## src/rtl/mmm_seq_ctrl.sv

```systemverilog
// ============================================================================
//  Module   : mmm_seq_ctrl
//  Brief    : Sequencer for one Montgomery modular multiplication pass:
//             clear, WIDTH iterations, conditional subtract, result load.
//  Revision : 1.0 - initial release
// ============================================================================
`default_nettype none

module mmm_seq_ctrl #(
   parameter int WIDTH = 4,
   parameter int CNT_W = $clog2(WIDTH)
) (
   input  logic             clk,
   input  logic             rst,
   input  logic             en,
   input  logic             start_i,
   input  logic             abort_i,
   input  logic             ge_i,
   output logic             rst_mmm_o,
   output logic             iter_o,
   output logic [CNT_W-1:0] bit_idx_o,
   output logic             sub_o,
   output logic             ld_r_o,
   output logic             lock_o,
   output logic             busy_o,
   output logic             done_o
);

   typedef enum logic [2:0] {
      S_IDLE  = 3'd0,
      S_CLEAR = 3'd1,
      S_ITER  = 3'd2,
      S_SUB   = 3'd3,
      S_LOAD  = 3'd4,
      S_DONE  = 3'd5
   } state_t;

   localparam logic [CNT_W-1:0] C_LAST_BIT = CNT_W'(WIDTH - 1);

   state_t           r_state;
   state_t           w_state_nxt;
   logic [CNT_W-1:0] r_bit_cnt;
   logic [CNT_W-1:0] w_bit_cnt_nxt;
   logic             r_ge_q;
   logic             w_ge_q_nxt;

   always_ff @(posedge clk or posedge rst) begin
      if (rst) begin
         r_state   <= S_IDLE;
         r_bit_cnt <= '0;
         r_ge_q    <= 1'b0;
      end else begin
         r_state   <= w_state_nxt;
         r_bit_cnt <= w_bit_cnt_nxt;
         r_ge_q    <= w_ge_q_nxt;
      end
   end

   // Abort bypasses the enable so a stalled pass can still be cancelled.
   always_comb begin
      w_state_nxt   = r_state;
      w_bit_cnt_nxt = r_bit_cnt;
      w_ge_q_nxt    = r_ge_q;
      if (abort_i && (r_state != S_IDLE)) begin
         w_state_nxt   = S_IDLE;
         w_bit_cnt_nxt = '0;
         w_ge_q_nxt    = 1'b0;
      end else if (en) begin
         case (r_state)
            S_IDLE: begin
               if (start_i) w_state_nxt = S_CLEAR;
            end
            S_CLEAR: begin
               w_bit_cnt_nxt = '0;
               w_ge_q_nxt    = 1'b0;
               w_state_nxt   = S_ITER;
            end
            S_ITER: begin
               if (r_bit_cnt == C_LAST_BIT) begin
                  w_state_nxt = S_SUB;
               end else begin
                  w_bit_cnt_nxt = r_bit_cnt + CNT_W'(1);
               end
            end
            S_SUB: begin
               w_ge_q_nxt  = ge_i;
               w_state_nxt = S_LOAD;
            end
            S_LOAD:  w_state_nxt = S_DONE;
            S_DONE:  w_state_nxt = S_IDLE;
            default: w_state_nxt = S_IDLE;
         endcase
      end
   end

   // Moore decode: outputs depend on registered state only.
   always_comb begin
      rst_mmm_o = 1'b1;
      iter_o    = 1'b0;
      bit_idx_o = '0;
      sub_o     = 1'b0;
      ld_r_o    = 1'b0;
      lock_o    = 1'b0;
      busy_o    = 1'b0;
      done_o    = 1'b0;
      case (r_state)
         S_CLEAR: begin
            rst_mmm_o = 1'b0;
            busy_o    = 1'b1;
         end
         S_ITER: begin
            iter_o    = 1'b1;
            bit_idx_o = r_bit_cnt;
            busy_o    = 1'b1;
         end
         S_SUB: begin
            sub_o  = 1'b1;
            busy_o = 1'b1;
         end
         S_LOAD: begin
            ld_r_o = 1'b1;
            lock_o = r_ge_q;
            busy_o = 1'b1;
         end
         S_DONE:  done_o = 1'b1;
         default: ;
      endcase
   end

endmodule

`default_nettype wire

```

## config.mk

```make
export PLATFORM = sky130hd
export DESIGN_NAME = mmm_seq_ctrl
export DESIGN_NICKNAME = d
export VERILOG_FILES = /design/src/rtl/mmm_seq_ctrl.sv
export SDC_FILE = /design/constraint.sdc
export NUM_CORES = 1
export LEC_CHECK = 0
export BUFFER_PORTS_ARGS = -buffer_cell sky130_fd_sc_hd__buf_2
export CORE_AREA = 2 2 39 41
export DETAILED_ROUTE_END_ITERATION = 10
export DIE_AREA = 0 0 41 43
export GPL_TIMING_DRIVEN = 0
export HOLD_SLACK_MARGIN = 0.05
export SLEW_MARGIN = 20
export SYNTH_ARGS = -nofsm -noshare
export SYNTH_HDL_FRONTEND = slang
export SYNTH_SLANG_ARGS = --single-unit
```

## constraint.sdc

```tcl
create_clock -name clk -period 2.3 [get_ports clk]
set_input_delay 0.46 -clock clk [delete_from_list [all_inputs] [get_ports clk]]
set_output_delay 0.46 -clock clk [all_outputs]
set_load 0.01 [all_outputs]
```

; Yosys cells after proc, flatten, opt, wreduce, memory -nomap -nowiden
; Cells that the tools add are included.
[word_totals]
reg_bits = 6
in_bits = 6
out_inout_bits = 9
elab_cells = 43
[classes]
addsub = 1
n_eq_ne = 9
n_mux = 20
n_reduce_logical = 10
[op_table]
columns = operator, count
row1 = $pmux 3 s5, 1
row2 = $mux 3, 4
row3 = $mux 1, 9
row4 = $ne 3x3->1 const B, 3
row5 = $reduce_bool 3->1, 3
row6 = $mux 2, 4
row7 = $eq 3x2->1 const B, 2
row8 = $eq 3x3->1 const B, 2
row9 = $reduce_and 3->1, 2
row10 = $pmux 2 s2, 1
row11 = $reduce_or 4->1, 1
row12 = $eq 3x1->1 const B, 1
row13 = $logic_not 3->1, 1
row14 = $add 2x1->2 const B, 1
row15 = $eq 2x2->1 const B, 1
row16 = $pmux 1 s2, 1
row17 = $reduce_and 2->1, 1
row18 = $reduce_bool 2->1, 1
row19 = $logic_and 1x1->1, 1

; Logic depth before layout (Yosys ltp)
[logic_depth]
ltp_word = 5
ltp_mapped = 4
mapped_depth_nobuf = 4

; Least setup slack after synthesis
; OpenSTA, ideal clock, no wires.
[synth_timing]
kind = reg2out
from = reg r_state[1]
to = out lock_o
arrival_ns = 0.924
required_ns = 1.840
slack_ns = 0.916
stages_incl_launch_ff = 4
n_path_buf = 1
path_cell_list = dfrtp_1 > buf_2 > nor2_1 > and3_1
[synth_via]
elab_chain_len = 2
[synth_lines]
columns = element, line
row1 = start: declaration, 40  ; state_t r_state;
row2 = start signal: assignment, 53  ; r_state <= w_state_nxt;
row3 = $eq 3x3->1, 106  ; case (r_state)
row4 = $mux 1, 106
row5 = end: declaration, 24  ; output logic lock_o,
; Every way passes these cells.

; Final worst setup path
; Same ends and word-level chain as after synthesis.

==> out/results.ini <==
[synth]
syn-cell-area_um2=427
ys_ff_latch=6
yosysUniqueCellTypes=26
ys_warn_count=0
postSynthAreaPerCell_um2=8.71
yosysSeqAreaShare=0.352
synth_edf_count=0
syn_inst=49
synth_fp_nets=56
ys.flop_type=dfrtp_1
async_flop_share=1.00

[worst_hold_path]
min_path_type=primary input to asynchronous set/reset pin

[clock_network]
clock_latency_ps=230
clock_path_buffers=2
clkTransAtPathRegs_ps=40
post_cts_buffers=0
root_buffer=clkbuf_4
numCtsBuffers=3
cts_hold_buf=0
htree_num_levels=1
cts_tree=yes
post_cts_resized=0
cts.sinks=6

[route]
route.met3.wl_um=29
num_vias=395
wirelength_um=850
dr.pass1.iters=1
wirelength_met1_um=363
wl_met2_um=450
postRouteAntennaNets=0
wl_per_cell_um=10.4
top_layer=met4
vias_per_cell=4.82
drt_iter0_markers=0
drc_errors=0

[timing]
fin_ws_ps=532
slew_viol_final=0
finalClockSkew_ps=0.889
tns_ps=0
worst-slew-pin-transition_ps=216
fin_crit_ps=1770
relSlewSlack=0.856
fmax_mhz=566
setup_violations=0
rsz0062_at_grt=false
min_period_over_period=0.769
hold_viol=0

[power]
clkPwrFrac=0.204
swShare=0.376
p_int_uw=274
p_total_uw=439
vdd_drop_max_mv=0.284
power-per-cell-area_nw_per_um2=814
switchingPower_uw=165
pwr-share-seq=0.330
p_comb_frac=0.466
p_leak_nw=0.296

[floorplanning]
start_util=0.308
die_width_um=41
die_area_um2=1760
core_area_um2=1380
die_height_um=43
row_count=14
ios=15

[grt]
grt_usage=0.121
grt_start_max_net_pins=11
grt_pass1_vias=342
antenna_found_initial=0
overflow=0
grt_pass1_wl_um=1390

[setup_path]
reg2reg_to=r_bit_cnt[0]
crit_path_end_kind=output pin
crit_type=flop to output pin
arrival_ps=1310
worst_setup_path_start_kind=flop
required_ps=1840
cp_max_fo=10
r2r_slack_ps=1050
reg2reg_from=r_bit_cnt[0]
reg2regPathDepth=4

[finish]
nNetsFinal=75
final_cell_mix=buf_2 (17), nor2_1 (6), dfrtp_1 (6)
fin_cells=82
finish.utilization=0.390
final_layout_size_suffix_gt1_frac=0.333
synthToLayoutAreaGrowth_pct=26.4
antenna_cells=0
layout_commonest_cell=buf_2

[place]
gp_congestion=0.722
port_buffers=14
pre_cts_slack_ps=772
dpl.cell_count=79
post-dp-hpwl_um=698

[job]
drv_cap=0

[status]
outcome=complete, no violations

state kept, by name (all words and copies together), names as in the netlist:
register	count
r_ge_q	1
r_bit_cnt	2
r_state	3
cell type report:
class | instances | area (um^2)
plain buffers | 3 | 15.0
clock buffers | 3 | 22.5
fillers | 146 | 845
inverters | 1 | 3.75
multi-input cells | 39 | 258
flip-flops and latches | 6 | 150
well taps | 16 | 20.0
repair buffers | 14 | 70.1
power groups by stage:
stage / registers [mW] / logic, mW / clock network (mW)
global route: 0.149 / 0.237 / 0.100
floorplan: 0.140 / 0.154 / 0
finish: 0.145 / 0.205 / 0.0898
CTS: 0.145 / 0.207 / 0.0969
global placement: 0.146 / 0.207 / 0
detailed placement: 0.146 / 0.206 / 0
worst max-delay path by stage:
stage,slack [ps],startpoint,endpoint
finish,530,r_state[1],lock_o
global route,450,r_state[0],bit_idx_o[1]
CTS,510,r_state[1],lock_o
detailed placement,770,r_state[1],lock_o
global placement,790,r_state[1],lock_o
floorplan,920,r_state[1],lock_o
synthesized netlist by cell type, types with 2 or more instances:
cell | instances | share of area
and2_1 | 3 | 0.044
a21oi_1 | 2 | 0.023
buf_2 | 3 | 0.035
dfrtp_1 | 6 | 0.35
o21ai_0 | 3 | 0.035
nor2_1 | 6 | 0.053
a22oi_1 | 2 | 0.035
nand2b_1 | 3 | 0.044
and3_1 | 4 | 0.059
routing by layer:
layer,vias to the layer above,GRT usage
li1,210,-
met1,178,0.146
met2,5,0.178
met3,2,0.0157
met4,0,0.100
met5,-,0
stage by stage:
step / area (um^2) / hold slack (ps)
2_1_floorplan: 427 / 251
3_3_place_gp: 517 / 369
3_5_place_dp: 517 / 376
4_1_cts: 539 / 117
5_1_grt: 539 / 132
6_report: 539 / 122
critical path: stages (launching register included):
cell and delay (ps):
dfrtp_1 410, buf_2 190, nor2_1 180, and3_1 170, buf_2 120
cell families (layout without fill, tap and decap cells):
group,Yosys count,in the layout,synth area share
xor+xnor,1,1,0.0205
compound gates,13,13,0.223
mux,1,1,0.0264
flops,6,6,0.352
simple gates,23,23,0.305
fa+ha+maj,1,1,0.0293
buf+inv,4,21,0.0440
Power figures use the tool's default switching activity.
